[config.mk]
export PLATFORM = sky130hd
export DESIGN_NAME = m68k_bus_responder
export DESIGN_NICKNAME = d
export VERILOG_FILES = /design/src/rtl/rallybike_pkg.sv /design/src/rtl/m68k_bus_responder.sv
export SDC_FILE = /design/constraint.sdc
export NUM_CORES = 1
export LEC_CHECK = 0
export BUFFER_PORTS_ARGS = -buffer_cell sky130_fd_sc_hd__buf_2
export CAP_MARGIN = 20
export CORE_UTILIZATION = 40
export DETAILED_ROUTE_END_ITERATION = 8
export PLACE_DENSITY = 0.62
export RECOVER_POWER = 50
export SLEW_MARGIN = 20
export SYNTH_ARGS = -nofsm -noshare
export SYNTH_HDL_FRONTEND = slang
export SYNTH_SLANG_ARGS = --single-unit
[constraint.sdc]
create_clock -name clk_sys -period 5.12 [get_ports clk_sys]
set_clock_uncertainty 0.15 [all_clocks]
set_input_delay 1.536 -clock clk_sys [delete_from_list [all_inputs] [get_ports clk_sys]]
set_output_delay 1.536 -clock clk_sys [all_outputs]
set_load 0.005 [all_outputs]
[src/rtl/rallybike_pkg.sv]
// Shared types and defaults for the 68K-side bus logic.
package rallybike_pkg;

    typedef enum logic [2:0] {
        ST_IDLE,
        ST_ROM_WAIT,
        ST_SHR_WAIT,
        ST_COUNT,
        ST_ACK
    } bus_state_t;

    localparam int DEF_RAM_WAIT    = 1;
    localparam int DEF_IO_WAIT     = 0;
    localparam int DEF_ROM_TIMEOUT = 255;

    // Counter width able to hold the largest of the wait/timeout values.
    function automatic int cnt_width(input int a, input int b, input int c);
        int m;
        m = a;
        if (b > m) m = b;
        if (c > m) m = c;
        return (m < 1) ? 1 : $clog2(m + 1);
    endfunction

endpackage

[src/rtl/m68k_bus_responder.sv]
// 68K bus-cycle responder: decodes the target of each AS cycle and paces DTACK
// for program ROM (SDRAM handshake), work/sprite RAM, Z80 shared RAM and I/O.
module m68k_bus_responder
    import rallybike_pkg::*;
#(
    parameter int RAM_WAIT    = DEF_RAM_WAIT,
    parameter int IO_WAIT     = DEF_IO_WAIT,
    parameter int ROM_TIMEOUT = DEF_ROM_TIMEOUT
) (
    input  logic clk_sys,
    input  logic reset,
    input  logic cpu_as_n,
    input  logic prog_rom_cs,
    input  logic ram_cs,
    input  logic shared_ram_cs,
    input  logic io_cs,
    input  logic rom_ack,
    input  logic shared_busy,
    output logic dtack_n,
    output logic rom_req,
    output logic rom_timeout,
    output logic cycle_active
);

    localparam int CNT_W = cnt_width(RAM_WAIT, IO_WAIT, ROM_TIMEOUT);
    localparam logic [CNT_W-1:0] RAM_LOAD = CNT_W'(RAM_WAIT);
    localparam logic [CNT_W-1:0] IO_LOAD  = CNT_W'(IO_WAIT);
    localparam logic [CNT_W-1:0] TMO_LOAD = CNT_W'(ROM_TIMEOUT);

    bus_state_t       state;
    logic [CNT_W-1:0] cnt;
    logic             as_prev;
    logic             rom_start;
    logic             rom_ack_q;
    logic             as_start;
    logic             sel_io;
    logic             rom_expire;

    assign as_start   = as_prev && !cpu_as_n;
    assign sel_io     = io_cs || !(prog_rom_cs || ram_cs || shared_ram_cs);
    assign rom_expire = (int'(cnt) + 1) >= ROM_TIMEOUT;

    always_ff @(posedge clk_sys) begin
        if (reset) begin
            state        <= ST_IDLE;
            cnt          <= '0;
            as_prev      <= 1'b0;
            rom_start    <= 1'b0;
            rom_ack_q    <= 1'b0;
            dtack_n      <= 1'b1;
            rom_req      <= 1'b0;
            rom_timeout  <= 1'b0;
            cycle_active <= 1'b0;
        end else begin
            as_prev   <= cpu_as_n;
            // rom_ack is only meaningful while a fetch is outstanding
            rom_ack_q <= rom_ack && (state == ST_ROM_WAIT);
            rom_req   <= 1'b0;
            rom_start <= 1'b0;

            case (state)
                ST_IDLE: begin
                    dtack_n <= 1'b1;
                    if (rom_start) begin
                        // ROM fetch is issued one cycle after the start edge
                        if (!cpu_as_n) begin
                            state        <= ST_ROM_WAIT;
                            cnt          <= '0;
                            rom_req      <= 1'b1;
                            cycle_active <= 1'b1;
                        end
                    end else if (as_start) begin
                        if (prog_rom_cs) begin
                            rom_start <= 1'b1;
                        end else if (ram_cs) begin
                            state        <= ST_COUNT;
                            cnt          <= RAM_LOAD;
                            cycle_active <= 1'b1;
                        end else if (shared_ram_cs) begin
                            state        <= ST_SHR_WAIT;
                            cycle_active <= 1'b1;
                        end else if (sel_io) begin
                            state        <= ST_COUNT;
                            cnt          <= IO_LOAD;
                            cycle_active <= 1'b1;
                        end
                    end
                end

                ST_ROM_WAIT: begin
                    if (cpu_as_n) begin
                        state        <= ST_IDLE;
                        cycle_active <= 1'b0;
                    end else if (rom_ack_q) begin
                        state   <= ST_ACK;
                        dtack_n <= 1'b0;
                    end else if (rom_expire) begin
                        // saturate at the limit so the counter never wraps
                        cnt         <= TMO_LOAD;
                        state       <= ST_ACK;
                        dtack_n     <= 1'b0;
                        rom_timeout <= 1'b1;
                    end else begin
                        cnt <= cnt + 1'b1;
                    end
                end

                ST_SHR_WAIT: begin
                    if (cpu_as_n) begin
                        state        <= ST_IDLE;
                        cycle_active <= 1'b0;
                    end else if (!shared_busy) begin
                        state <= ST_COUNT;
                        cnt   <= RAM_LOAD;
                    end
                end

                ST_COUNT: begin
                    if (cpu_as_n) begin
                        state        <= ST_IDLE;
                        cycle_active <= 1'b0;
                    end else if (cnt == '0) begin
                        state   <= ST_ACK;
                        dtack_n <= 1'b0;
                    end else begin
                        cnt <= cnt - 1'b1;
                    end
                end

                ST_ACK: begin
                    // release one edge after AS is seen high
                    if (as_prev) begin
                        state        <= ST_IDLE;
                        dtack_n      <= 1'b1;
                        cycle_active <= 1'b0;
                    end
                end

                default: begin
                    state        <= ST_IDLE;
                    dtack_n      <= 1'b1;
                    cycle_active <= 1'b0;
                end
            endcase
        end
    end

endmodule

### Yosys cells after proc, flatten, opt, wreduce, memory -nomap -nowiden

Index checks and enable logic that the tools add are counted.

* flip-flop bits (word level): 18
* input port bits: 9
* output and inout bits: 4
* word-level logic and storage cells: 110

* $add $sub $neg: 3
* magnitude comparators: 1
* equality and inequality tests: 23
* multiplexer cells: 50
* bitwise gates (word level): 6
* reduce and logical (&&, ||, !) cells: 18

Operators by type and width (number)
* two-way mux 8 bit: 14
* two-way mux 3 bit: 15
* case mux 8 bit (4 select lines): 1
* != test 3 bit, second input constant: 6
* two-way mux 1 bit: 17
* != test 2 bit, second input constant: 8
* case mux 3 bit (5 select lines): 1
* != test 4 bit, second input constant: 3
* AND reduction 12 bit: 1
* AND reduction 6 bit: 2
* adder 8 x 1 -> 9 bit, second input constant: 1
* >= comparator 9 x 8 -> 1 bit, second input constant: 1
* adder 8 x 1 -> 8 bit, second input constant: 1
* logical NOT 8 bit: 1
* AND reduction 8 bit: 1
* subtractor 8 x 1 -> 8 bit, second input constant: 1
* == test 3 x 2 -> 1 bit, second input constant: 2
* inverter 1 bit: 6
* OR reduction 3 bit: 2
* != test 5 bit, second input constant: 1
* case mux 1 bit (4 select lines): 1
* AND reduction 4 bit: 1
* nonzero test 4 bit: 1
* OR reduction 4 bit: 1
* 8 further kinds: 12

### Logic depth before layout (Yosys ltp)

* word-level depth: 11
* gate-level depth with buffers: 8
* gate-level depth less buffers: 7

### Least setup slack after synthesis

Ideal clock, no wire load.

* path type: input to register
* start point: input cpu_as_n
* end point: register cnt[7]
* arrival time: 2.756 ns
* required time: 4.853 ns
* path slack: 2.097 ns
* cell stages on the path: 7
* buffers on the path: 2
* path through: clkbuf_1 > nand2b_1 > o31ai_1 > and4_1 > buf_2 > o21ai_0 > a32o_1

* cells in the longest elaborated chain, start to end: 4
* elaborated cells between the ends (all ways): 8

Ends and longest elaborated chain
* start, declared: line m68k_bus_responder.sv:12 `input logic cpu_as_n,`
* logical NOT 1 bit
* logical AND 1 bit: line m68k_bus_responder.sv:39 `assign as_start = as_prev && !cpu_as_n;`
* != test 3 bit (no line)
* AND reduction 12 bit (no line) (*)
* end signal, assigned: line m68k_bus_responder.sv:104 `cnt <= cnt + 1'b1;`
* end signal, assigned: line m68k_bus_responder.sv:126 `cnt <= cnt - 1'b1;`
* end, declared: line m68k_bus_responder.sv:31 `logic [CNT_W-1:0] cnt;`

Every way passes the cells marked *; elsewhere a longest branch is shown, timed or not.
A chain may end at the register's enable or synchronous reset.

### Final worst setup path

* start point: register cnt[1]
* end point: register state[1]

* cells in the longest elaborated chain, start to end: 4
* elaborated cells between the ends (all ways): 6

Ends and longest elaborated chain
* adder 8 x 1 -> 9 bit: line m68k_bus_responder.sv:41 `assign rom_expire = (int'(cnt) + 1) >= ROM_TIMEOUT;`
* >= comparator 9 x 8 -> 1 bit: line m68k_bus_responder.sv:41
* != test 4 bit (no line)
* AND reduction 8 bit (no line) (*)
* end signal, assigned: line m68k_bus_responder.sv:45 `state <= ST_IDLE;`
* end signal, assigned: line m68k_bus_responder.sv:67 `state <= ST_ROM_WAIT;`
* end signal, assigned: line m68k_bus_responder.sv:76 `state <= ST_COUNT;`
* end, declared: line m68k_bus_responder.sv:30 `bus_state_t state;`

Marked as above.

==> out/metrics.csv <==
stage,metric,value,unit
place,placed cell area,1410,sq um
logic_synthesis,Post-synth top flop,dfxtp_1,
worst_setup_path,CP max stage delay,1.52,ns
sta,Max-Slew Margin vs Limit,-20.9,%
global_route,largest net degree at the start of global routing,32,
place,PortBufs,12,
power_and_ir_drop,Static Leak,0.475,nW
sta,Final Hold Fails,0,
drt,Routed WL per cell,14.9,microns
worst_setup_path,"Arr. time, crit path",3.35,ns
worst_setup_path,R2R depth,6,
sta,worst setup margin,1.83,ns
floorplan,chip width,60.5,microns
worst_hold_path,Hold Crit Class,register to register,
cells_and_area,NumNets Final,190,
floorplan,Die Area,3660,sq um
drt,metal3 WL,204,microns
worst_setup_path,crit-path max FO,10,
drt,Antenna Nets Post-Route,0,
drt,final wirelength,3260,microns
run_status,failing checks,"capacitance limit, slew limit",
power_and_ir_drop,Int Pwr,0.319,mW
logic_synthesis,"Net Count, Synth",189,
sta,fin. max-slew vios,11,
logic_synthesis,Yosys warning count,0,
power_and_ir_drop,P per Cell Area,419,nW/um^2
clocking,setup repair bufs after CTS,0,
worst_setup_path,"Data required, critical path",5.18,ns
clocking,Clock Root Buffer,clkbuf_4,
floorplan,Core Footprint,3150,sq um
sta,RSZ-0062 raised after global routing,no,
power_and_ir_drop,Sw Ratio,46.1,%
power_and_ir_drop,peak supply drop,0.000287,V
floorplan,Initial Util,43.4,%
sta,final hold slack,0.321,ns
sta,FMAX,304,MHz
logic_synthesis,Synth Register Bits,18,
drt,vias,1333,
drt,Via density,6.09,
run,max cap viols,1,
clocking,htree depth,1,
power_and_ir_drop,Reg power frac,37.4,%
power_and_ir_drop,Clock power frac,11.9,%
global_route,initial antenna violation count,0,
sta,fin crit period,3.29,ns
clocking,CTS Buffer Depth,2,
power_and_ir_drop,Net Sw Power,0.273,mW
clocking,CTS tree,yes,
drt,met2 wire len,1480,microns
cells_and_area,fraction of layout cells with a size suffix above 1,12.6,%
drt,drc violations,0,
cells_and_area,fin area,1420,sq um
worst_setup_path,CP startpoint kind,register,
global_route,vias in the first global route,1220,
logic_synthesis,Post-Synthesis Cells,176,
drt,Iter 0 DRT Violations,81,
power_and_ir_drop,total power,0.592,mW
place,pre-CTS WS,1.94,ns
logic_synthesis,Post-synth ARST share,0,%
clocking,Num CTS Buffers,3,
floorplan,Ports,13,
logic_synthesis,sequential share of the synthesized area,26.3,%
worst_setup_path,crit path cell chain,ha_1 -> xor2_2 -> nand3_2 -> o41ai_1 -> o2111ai_1 -> a221oi_2,
drt,Top Metal Used,met4,
drt,drt pass-1 iters,4,
worst_setup_path,Reg-to-Reg Start,cnt[1]$_SDFFE_PP0P_,
power_and_ir_drop,Comb pwr share,50.6,%
clocking,clock insertion delay at the later pin of the skew report,0.29,ns
sta,Fin Setup TNS,0,ns
place,post-DP HPWL,2370,microns
worst_setup_path,Crit Path Category,register to register,
sta,final clock period utilization by the worst path,64.2,%
logic_synthesis,Avg Inst Size Synth,7.77,sq um
worst_setup_path,CP max-delay cell,o41ai_1,
cells_and_area,ant diodes,0,
sta,"Setup violations, final",0,
sta,measured slew at the worst slew-check pin,1.79,ns
global_route,first-pass GRT wire length,5600,microns
global_route,Overflow after GRT,0,
clocking,cts hold-fix bufs,0,
worst_setup_path,Critical Path End Type,register,
worst_hold_path,worst hold start,cycle_active$_SDFFE_PP0P_,
floorplan,Core Rows,20,
logic_synthesis,Syn Std Cell Area,1370,sq um
global_route,Total GRT Usage,20.0,%
drt,WL met1,1520,microns
cells_and_area,Area Overhead vs Synth,3.48,%
clocking,Resized cells post-CTS,0,
clocking,clock-pin slew on the worst setup and hold paths,0.10,ns
floorplan,Vert. Die Dim,60.5,microns
worst_setup_path,CP Launch Point,cnt[1]$_SDFFE_PP0P_,
logic_synthesis,Yosys cell types,51,
run_status,run status,"complete, but fails checks",
place,GPL Wtd Cong,0.894,
logic_synthesis,"EDFF count, synth",0,
worst_hold_path,hold depth,2,
clocking,# clock sinks,18,
## path summary, 6_finish.rpt
| kind | endpoint | slack, ns |
|---|---|---|
| worst max-delay path | state[1]$_SDFFE_PP0P_ | 1.83 |
| worst min register to register | cycle_active$_SDFFE_PP0P_ | 0.32 |
| worst max register to register | state[1]$_SDFFE_PP0P_ | 1.83 |
| worst min-delay path | cycle_active$_SDFFE_PP0P_ | 0.32 |
## routing by layer
metal / vias up / track usage, %
li1: 655 / -
met1: 622 / 28.9
met2: 49 / 30.5
met3: 7 / 1.71
met4: 0 / 8.77
met5: - / 0
## cell families (layout without fill, tap and decap cells)
group                      after synthesis  count (layout)  share of synthesized area, %
DFF                                     18              18                          26.3
muxes                                    1               1                         0.732
adders and majority gates                4               4                          3.66
buffers and inverters                   24              23                          7.32
AOI/OAI and AO/OA                       55              55                          30.2
xor gates and xnor gates                 3               3                          2.47
and+or+nand+nor                         71              71                          29.3
## power groups by stage
stage	clock network, mW	logic [mW]	registers [mW]
after floorplan	0	0.291	0.175
after global placement	0	0.295	0.223
after detailed placement	0	0.296	0.224
after CTS	0.0732	0.298	0.221
after global routing	0.0794	0.336	0.229
final	0.0707	0.300	0.222
## flip-flops by register name, indices dropped and copies added, names as in the netlist
| name | count |
|---|---|
| cycle_active | 1 |
| dtack_n | 1 |
| cnt | 8 |
| state | 3 |
| rom_ack_q | 1 |
| as_prev | 1 |
| rom_timeout | 1 |
| rom_start | 1 |
| rom_req | 1 |
## cells in the mapped netlist, drive strengths merged (2+ instances only)
cell type	number	area (sq um)
nor4	3	25.0
o21ai	4	20.0
nor3b	2	15.0
or3b	2	17.5
and4	3	26.3
or3	2	12.5
ha	4	50.1
a21boi	2	15.0
nand4	6	37.5
o22ai	2	12.5
nor3	6	30.0
clkbuf	13	48.8
buf	3	21.3
a32o	2	20.0
o31ai	3	22.5
a31oi	2	12.5
nor2b	3	18.8
xnor2	2	17.5
nand2b	9	56.3
o32ai	4	35.0
a21oi	17	85.1
o211ai	2	15.0
dfxtp	18	360
nand3	5	35.0
inv	8	30.0
o21a	2	15.0
o311ai	2	17.5
a221oi	2	23.8
nor2	17	63.8
nand2	9	33.8
## through the flow
step | cells | utilization, %
final | 219 | 44.9
after global routing | 219 | 44.9
after CTS | 219 | 45.5
after detailed placement | 216 | 44.8
after global placement | 216 | 44.8
after floorplan | 176 | -
## final cells by class
| class | instances | area, sq um |
|---|---|---|
| sequential | 18 | 360 |
| clock buffer | 3 | 22.5 |
| inverter | 8 | 30.0 |
| multi-input combinational | 134 | 888 |
| fill | 337 | 1740 |
| tap | 44 | 55.1 |
| timing repair buffer | 12 | 58.8 |
## cells in the final DEF (no fill, tap or decap), types with 2 or more instances in the layout
cell type,synthesis,layout
a21boi_0,2,2
a21oi_1,17,17
a31oi_1,2,2
a32o_1,2,2
and4_1,3,3
buf_2,2,11
clkbuf_4,0,3
dfxtp_1,18,18
ha_1,4,4
inv_1,8,8
nand2_1,9,9
nand2b_1,9,9
nand3_1,3,3
nand3_2,2,2
nand4_1,6,6
nor2_1,17,17
nor2b_1,3,3
nor3_1,6,6
nor3b_1,2,2
nor4_1,2,2
o211ai_1,2,2
o21a_1,2,2
o21ai_0,4,4
o22ai_1,2,2
o311ai_0,2,2
o31ai_1,3,3
o32ai_1,4,4
or3_1,2,2
or3b_2,2,2
xnor2_1,2,2
## worst max-delay path: cells and delay by family (launching register included)
family | cells | cell delay [ns]
adders and majority gates | 1 | 0.30
and+or+nand+nor | 1 | 0.09
AOI/OAI and AO/OA | 3 | 2.02
DFF | 1 | 0.48
xor gates and xnor gates | 1 | 0.17
(Power assumes the default switching activity.)
